<file path="src/rtl/sqsum_inverse_pkg.sv">
// Shared types and constants for the square-pyramidal inverse search.
// State encoding, default datapath width and the worst-case n at 32 bits.
package sqsum_pkg;
  localparam int unsigned SQSUM_W         = 32;
  localparam int unsigned SQSUM_MAX_N_W32 = 2343;

  typedef enum logic [1:0] {
    IDLE = 2'd0,
    RUN  = 2'd1,
    DONE = 2'd2
  } state_t;
endpackage

</file>
<file path="src/rtl/sqsum_inverse_if.sv">
// Handshake and result bundle between a requester and sqsum_inverse.
interface sqsum_inverse_if #(
  parameter int unsigned W = sqsum_pkg::SQSUM_W
);
  logic         start;
  logic [W-1:0] s_in;
  logic         busy;
  logic         done;
  logic [W-1:0] n_out;
  logic [W-1:0] rem;
  logic         exact;
  logic         err;

  modport master (
    output start, s_in,
    input  busy, done, n_out, rem, exact, err
  );

  modport slave (
    input  start, s_in,
    output busy, done, n_out, rem, exact, err
  );
endinterface

</file>
<file path="src/rtl/sqsum_inverse_step.sv">
// Incremental running-sum datapath: j, acc = sum of i^2 up to j, sq_nx = (j+1)^2.
import sqsum_pkg::*;

module sqsum_step #(
  parameter int unsigned W = SQSUM_W
) (
  input  logic         clk,
  input  logic         rst,
  input  logic         clear,
  input  logic         advance,
  output logic [W-1:0] j,
  output logic [W:0]   acc,
  output logic [W:0]   sq_nx
);
  logic [W-1:0] j_q, j_d;
  logic [W:0]   acc_q, acc_d;
  logic [W:0]   sq_nx_q, sq_nx_d;

  always_comb begin
    j_d     = j_q;
    acc_d   = acc_q;
    sq_nx_d = sq_nx_q;
    if (clear) begin
      j_d     = '0;
      acc_d   = '0;
      sq_nx_d = (W+1)'(1);
    end else if (advance) begin
      // (j+2)^2 = (j+1)^2 + 2j + 3, using the pre-increment j
      j_d     = j_q + W'(1);
      acc_d   = acc_q + sq_nx_q;
      sq_nx_d = sq_nx_q + ((W+1)'(j_q) << 1) + (W+1)'(3);
    end
  end

  always_ff @(posedge clk or posedge rst) begin
    if (rst) begin
      j_q     <= '0;
      acc_q   <= '0;
      sq_nx_q <= '0;
    end else begin
      j_q     <= j_d;
      acc_q   <= acc_d;
      sq_nx_q <= sq_nx_d;
    end
  end

  assign j     = j_q;
  assign acc   = acc_q;
  assign sq_nx = sq_nx_q;
endmodule

</file>
<file path="src/rtl/sqsum_inverse.sv">
// Finds the largest n with sum_{i=0..n} i^2 <= target, one term per clock.
// Define SQSUM_LIMIT_EN to stop at j == MAX_N and flag err.
import sqsum_pkg::*;

module sqsum_inverse #(
  parameter int unsigned W     = SQSUM_W,
  parameter int unsigned MAX_N = 4095
) (
  input  logic            clk,
  input  logic            rst,
  sqsum_inverse_if.slave  bus
);
`ifdef SQSUM_LIMIT_EN
  localparam bit CAP_EN = 1'b1;
`else
  localparam bit CAP_EN = 1'b0;
`endif

  state_t       state_q, state_d;
  logic [W-1:0] tgt_q, tgt_d;
  logic         busy_q, busy_d;
  logic         done_q, done_d;
  logic [W-1:0] n_out_q, n_out_d;
  logic [W-1:0] rem_q, rem_d;
  logic         exact_q, exact_d;
  logic         err_q, err_d;

  logic         clear, advance;
  logic [W-1:0] j;
  logic [W:0]   acc, sq_nx, sum_nx;
  logic         at_cap;

  sqsum_step #(.W(W)) u_step (
    .clk     (clk),
    .rst     (rst),
    .clear   (clear),
    .advance (advance),
    .j       (j),
    .acc     (acc),
    .sq_nx   (sq_nx)
  );

  assign sum_nx = acc + sq_nx;
  assign at_cap = CAP_EN && (j == W'(MAX_N));

  always_comb begin
    state_d = state_q;
    tgt_d   = tgt_q;
    n_out_d = n_out_q;
    rem_d   = rem_q;
    exact_d = exact_q;
    err_d   = err_q;
    clear   = 1'b0;
    advance = 1'b0;
    // busy/done trail the state by one edge so done lands at start + n + 2
    busy_d  = (state_q == RUN);
    done_d  = (state_q == DONE);
    unique case (state_q)
      IDLE, DONE: begin
        if (bus.start) begin
          tgt_d   = bus.s_in;
          clear   = 1'b1;
          done_d  = 1'b0;
          state_d = RUN;
        end
      end
      RUN: begin
        if (sum_nx > {1'b0, tgt_q}) begin
          state_d = DONE;
          n_out_d = j;
          rem_d   = tgt_q - acc[W-1:0];
          exact_d = ({1'b0, tgt_q} == acc);
          err_d   = 1'b0;
        end else if (at_cap) begin
          state_d = DONE;
          n_out_d = j;
          rem_d   = tgt_q - acc[W-1:0];
          exact_d = 1'b0;
          err_d   = 1'b1;
        end else begin
          advance = 1'b1;
        end
      end
      default: state_d = IDLE;
    endcase
  end

  always_ff @(posedge clk or posedge rst) begin
    if (rst) begin
      state_q <= IDLE;
      tgt_q   <= '0;
      busy_q  <= 1'b0;
      done_q  <= 1'b0;
      n_out_q <= '0;
      rem_q   <= '0;
      exact_q <= 1'b0;
      err_q   <= 1'b0;
    end else begin
      state_q <= state_d;
      tgt_q   <= tgt_d;
      busy_q  <= busy_d;
      done_q  <= done_d;
      n_out_q <= n_out_d;
      rem_q   <= rem_d;
      exact_q <= exact_d;
      err_q   <= err_d;
    end
  end

  assign bus.busy  = busy_q;
  assign bus.done  = done_q;
  assign bus.n_out = n_out_q;
  assign bus.rem   = rem_q;
  assign bus.exact = exact_q;
  assign bus.err   = err_q;
endmodule
</file>
<file path="src/flat_wrapper.sv">
// flat-port wrapper written by rule: the top's interface ports become plain ports
module sqsum_inverse_flat 
#(
  parameter int unsigned W     = SQSUM_W,
  parameter int unsigned MAX_N = 4095
)
  (clk, rst, bus_start, bus_s_in, bus_busy, bus_done, bus_n_out, bus_rem, bus_exact, bus_err);
  sqsum_inverse_if #(.W(W)) bus_i ();
  input  logic clk;
  input  logic rst;
  input wire logic [$bits(bus_i.start)-1:0] bus_start;
  input wire logic [$bits(bus_i.s_in)-1:0] bus_s_in;
  output wire logic [$bits(bus_i.busy)-1:0] bus_busy;
  output wire logic [$bits(bus_i.done)-1:0] bus_done;
  output wire logic [$bits(bus_i.n_out)-1:0] bus_n_out;
  output wire logic [$bits(bus_i.rem)-1:0] bus_rem;
  output wire logic [$bits(bus_i.exact)-1:0] bus_exact;
  output wire logic [$bits(bus_i.err)-1:0] bus_err;
  assign bus_i.start = bus_start;
  assign bus_i.s_in = bus_s_in;
  assign bus_busy = bus_i.busy;
  assign bus_done = bus_i.done;
  assign bus_n_out = bus_i.n_out;
  assign bus_rem = bus_i.rem;
  assign bus_exact = bus_i.exact;
  assign bus_err = bus_i.err;
  sqsum_inverse #(.W(W), .MAX_N(MAX_N)) u_core (.clk(clk), .rst(rst), .bus(bus_i));
endmodule
</file>
<file path="config.mk">
export PLATFORM = sky130hd
export DESIGN_NAME = sqsum_inverse_flat
export DESIGN_NICKNAME = d
export VERILOG_FILES = /design/src/rtl/sqsum_inverse_pkg.sv /design/src/rtl/sqsum_inverse_if.sv /design/src/rtl/sqsum_inverse_step.sv /design/src/rtl/sqsum_inverse.sv /design/src/flat_wrapper.sv
export SDC_FILE = /design/constraint.sdc
export NUM_CORES = 1
export LEC_CHECK = 0
export CORE_MARGIN = 2
export CORE_UTILIZATION = 55
export CTS_BUF_LIST = sky130_fd_sc_hd__clkbuf_8
export DETAILED_ROUTE_END_ITERATION = 8
export GPL_TIMING_DRIVEN = 1
export PLACE_DENSITY = 0.8
export REMOVE_ABC_BUFFERS = 1
export SETUP_SLACK_MARGIN = 0.05
export SLEW_MARGIN = 40
export SYNTH_ARGS = -nofsm -noshare
export SYNTH_HDL_FRONTEND = slang
export SYNTH_SLANG_ARGS = --single-unit
</file>
<file path="constraint.sdc">
create_clock -name clk -period 9.65 [get_ports clk]
set_input_delay 1.93 -clock clk [delete_from_list [all_inputs] [get_ports clk]]
set_output_delay 1.93 -clock clk [all_outputs]
set_load 0.05 [all_outputs]
</file>
==> results.json <==
{
  "pre_cts_ws_ns": 3.44,
  "layout_min_cycle_time_ns": 6.27,
  "path_class": "reg2reg",
  "area.growth.synth_to_final_pct": 12.1,
  "dpl.cell_count": 1908,
  "synth_xor_xnor_area_share_pct": 6.54,
  "netlist.top_cell.by_area": "sky130_fd_sc_hd__dfrtp_1",
  "synth_top_family_by_area": "compound AO/OA/AOI/OAI gates",
  "design.portCount": 103,
  "tightestPinTransition_ns": 0.761,
  "fraction_of_the_mapped_netlist_area_in_simple_logic_gates_pct": 14.5,
  "route.final.wire_length_mm": 31.9,
  "worstPathRequired_ns": 10.03,
  "critical_path_peak_fanout": 81,
  "synthDominantCellAreaShare_pct": 35.4,
  "post_synth_inst_count": 1523,
  "pwr_total_mw": 5.23,
  "fin_cells": 1940,
  "leakagePower_nw": 7.35,
  "number_of_antenna_violations_at_the_first_check_in_global_routing": 0,
  "worst_slack_ns": 3.38,
  "clock_latency_ns": 0.50,
  "cts.reportedPaths.clkPinSlew_ns": 0.10,
  "drt-wirelength-per-cell_um": 16.4,
  "synthMuxAreaShare_pct": 7.14,
  "cts-buffers-inserted": 17,
  "grt_start_max_net_pins": 132,
  "global_route_wire_length_before_repair_mm": 53.1,
  "num_antenna_cells": 0,
  "detailed_place_hpwl_mm": 24.3,
  "worst_setup_path_start_kind": "flop",
  "run_status": "completed",
  "synth_most_common_cell": "sky130_fd_sc_hd__dfrtp_1",
  "total_number_of_vias": 11447,
  "postCtsResizedCells": 0,
  "postCtsSetupBuffers": 0,
  "post_synth_num_cell_types": 80,
  "final_nets": 1793,
  "synth_top_cells_by_area": "sky130_fd_sc_hd__dfrtp_1 (35%), sky130_fd_sc_hd__ha_1 (14%), sky130_fd_sc_hd__mux2_2 (6.6%)",
  "sum_of_negative_setup_slack_ns": 0,
  "groute.usage.overall_pct": 24.6,
  "cts_hold_repair.buffers": 0,
  "max-cap-violations": 0,
  "grt_setup_unrepaired": "false",
  "antenna_viol_nets_final": 0,
  "setup.worst_path.end_class": "flop",
  "detailedRoute.firstIterationViolations": 729,
  "ys_ff_latch": 199,
  "hp-class": "reg2reg",
  "floorplan.rows": 58,
  "max_clock_freq_mhz": 160,
  "synth_area_per_cell_um2": 9.24,
  "clock_skew_ns": 0.0226,
  "slew_violations": 0,
  "cts_tree": "done",
  "synth.cell_area_um2": 14100,
  "layout_worst_path_cycle_share_pct": 65.0,
  "port_buffer_count": 101,
  "die_h_um": 164,
  "die_width_um": 164,
  "yosysSeqAreaShare_pct": 35.4,
  "gp_routability_congestion": 0.886,
  "fp.coreArea_um2": 25200,
  "yosys.area_share.adder_pct": 14.5,
  "hold_violations": 0,
  "setup-violations-final": 0,
  "synth_flop_cell": "sky130_fd_sc_hd__dfrtp_1",
  "final_cell_area_um2": 15800,
  "avgViaCountPerCell": 5.90,
  "detailedRoute.firstPassIterationCount": 5,
  "post_route_cells_drive_above_1_share_pct": 9.50,
  "initial_utilization_pct": 55.9,
  "synth-compound-area-share_pct": 16.9,
  "htree_levels": 4,
  "max_slew_margin_pct": 49.2,
  "synthesis.yosys.warnings": 0,
  "placed_area_um2": 15400,
  "pwr_density_cell_nw_per_um2": 332,
  "asyncSetResetFlopFracSynth_pct": 100,
  "cts.sinks": 199,
  "grt_remaining_overflow": 0,
  "number_of_flops_mapped_to_enable_cells_by_yosys": 0,
  "vdd.ir_drop.worst_uv": 294,
  "cts_max_path_buffers": 2,
  "total_die_area_um2": 26900,
  "drcViolationCount": 0,
  "synth.top_cells.by_count": "sky130_fd_sc_hd__dfrtp_1 (199), sky130_fd_sc_hd__ha_1 (158), sky130_fd_sc_hd__o21ai_0 (126), sky130_fd_sc_hd__inv_1 (119), sky130_fd_sc_hd__nor2_1 (117)",
  "grt_pass1_vias": 10927,
  "number_of_filler_instances_in_the_final_layout": 2052,
  "cts-root-buf": "sky130_fd_sc_hd__clkbuf_8",
  "worst-endpoint-arrival_ns": 6.64
}
-- state kept, by name (all words and copies together), names as in the netlist --
name	flops
u_core.state_q	2
u_core.u_step.acc	33
u_core.bus.n_out	32
u_core.tgt_q	32
u_core.bus.busy	1
u_core.bus.rem	32
u_core.u_step.sq_nx	33
u_core.bus.done	1
u_core.bus.exact	1
u_core.u_step.j	32
-- logic make-up after synthesis --
| group | Yosys count |
|---|---|
| xor+xnor | 105 |
| compound gates | 378 |
| buf+inv | 174 |
| fa+ha+maj | 161 |
| mux | 90 |
| simple gates | 415 |
| flops | 199 |
| other cells | 1 |
-- critical path, cell delays in order (launching register included) --
cell,delay (ns)
sky130_fd_sc_hd__dfrtp_1,0.43
sky130_fd_sc_hd__ha_1,0.25
sky130_fd_sc_hd__fa_1,0.44
sky130_fd_sc_hd__a211oi_1,0.33
sky130_fd_sc_hd__o21ai_0,0.24
sky130_fd_sc_hd__o2111ai_1,0.25
sky130_fd_sc_hd__nand2_1,0.15
sky130_fd_sc_hd__o21ai_0,0.19
sky130_fd_sc_hd__nand2_1,0.12
sky130_fd_sc_hd__a2111o_1,0.43
sky130_fd_sc_hd__o311ai_0,0.17
sky130_fd_sc_hd__ha_1,0.36
sky130_fd_sc_hd__a2111oi_0,0.42
sky130_fd_sc_hd__nand3_1,0.14
sky130_fd_sc_hd__a22oi_1,0.50
sky130_fd_sc_hd__o211ai_1,0.21
sky130_fd_sc_hd__buf_4,0.27
sky130_fd_sc_hd__buf_4,0.38
sky130_fd_sc_hd__or3_2,0.58
sky130_fd_sc_hd__o211ai_1,0.18
sky130_fd_sc_hd__o31ai_1,0.09
-- metal layers --
layer / part of all wire (%) / GRT usage [%]
met1: 48 / 34.8
met2: 46 / 39.3
met3: 4.4 / 2.95
met4: 2.1 / 7.97
met5: 0 / 0
-- cell type report --
| cell class | instances | area (um2) | area share (%) |
|---|---|---|---|
| Clock buffer | 18 | 248 | 1.57 |
| Timing Repair Buffer | 110 | 1110 | 7.02 |
| Inverter | 119 | 459 | 2.91 |
| Tap cell | 330 | 413 | 2.62 |
| Multi-Input combinational cell | 1150 | 8400 | 53.3 |
| Clock inverter | 14 | 161 | 1.02 |
| Sequential cell | 199 | 4980 | 31.6 |
-- placed cells by master, fill, tap and decap left out, drive strengths merged, types with 5 or more instances in the layout --
cell,netlist,layout
xnor2,68,68
nand3,61,61
clkbuf,28,18
a21oi,94,94
clkdlybuf4s50,0,101
and4,9,9
o21a,17,17
or2,8,8
o41ai,5,5
o211ai,9,9
nand2b,9,9
buf,27,9
o21bai,12,12
nor2,118,118
nor3,22,22
xor2,37,37
mux2i,7,7
or3,8,8
nor2b,14,14
a31oi,8,8
ha,158,158
inv,119,126
nand2,100,100
dfrtp,199,199
nand4,21,21
nor4,18,18
and3,12,12
o21ai,127,127
mux2,83,83
a211oi,20,20
a21o,31,31
-- metrics by stage --
step / hold WS (ns) / utilization [%]
after floorplan: 0.434 / -
after global placement: 0.490 / 60.8
after detailed placement: 0.496 / 61.0
after CTS: 0.521 / 62.6
after global routing: 0.534 / 62.6
final: 0.515 / 62.6
-- path summary, 6_finish.rpt --
kind                                              from                    to  slack, ns  depth (start not counted)
max in group asynchronous                          rst     u_core.state_q[0]       6.54                          4
worst max register to register  u_core.u_step.sq_nx[0]   u_core.u_step.j[24]       3.38                         20
worst min register to register      u_core.bus.rem[24]    u_core.bus.rem[24]       0.51                          1
worst min-delay path                u_core.bus.rem[24]    u_core.bus.rem[24]       0.51                          1
min in group asynchronous                          rst  u_core.u_step.acc[0]       1.99                          2
worst max-delay path            u_core.u_step.sq_nx[0]   u_core.u_step.j[24]       3.38                         20
-- power breakdown --
| part | internal [mW] | switching, mW | total [mW] |
|---|---|---|---|
| Combinational | 1.36 | 2.03 | 3.38 |
| Sequential | 1.09 | 0.184 | 1.28 |
| Clock | 0.245 | 0.323 | 0.567 |
| Total | 2.69 | 2.54 | 5.23 |
Power figures use the tool's default switching activity.
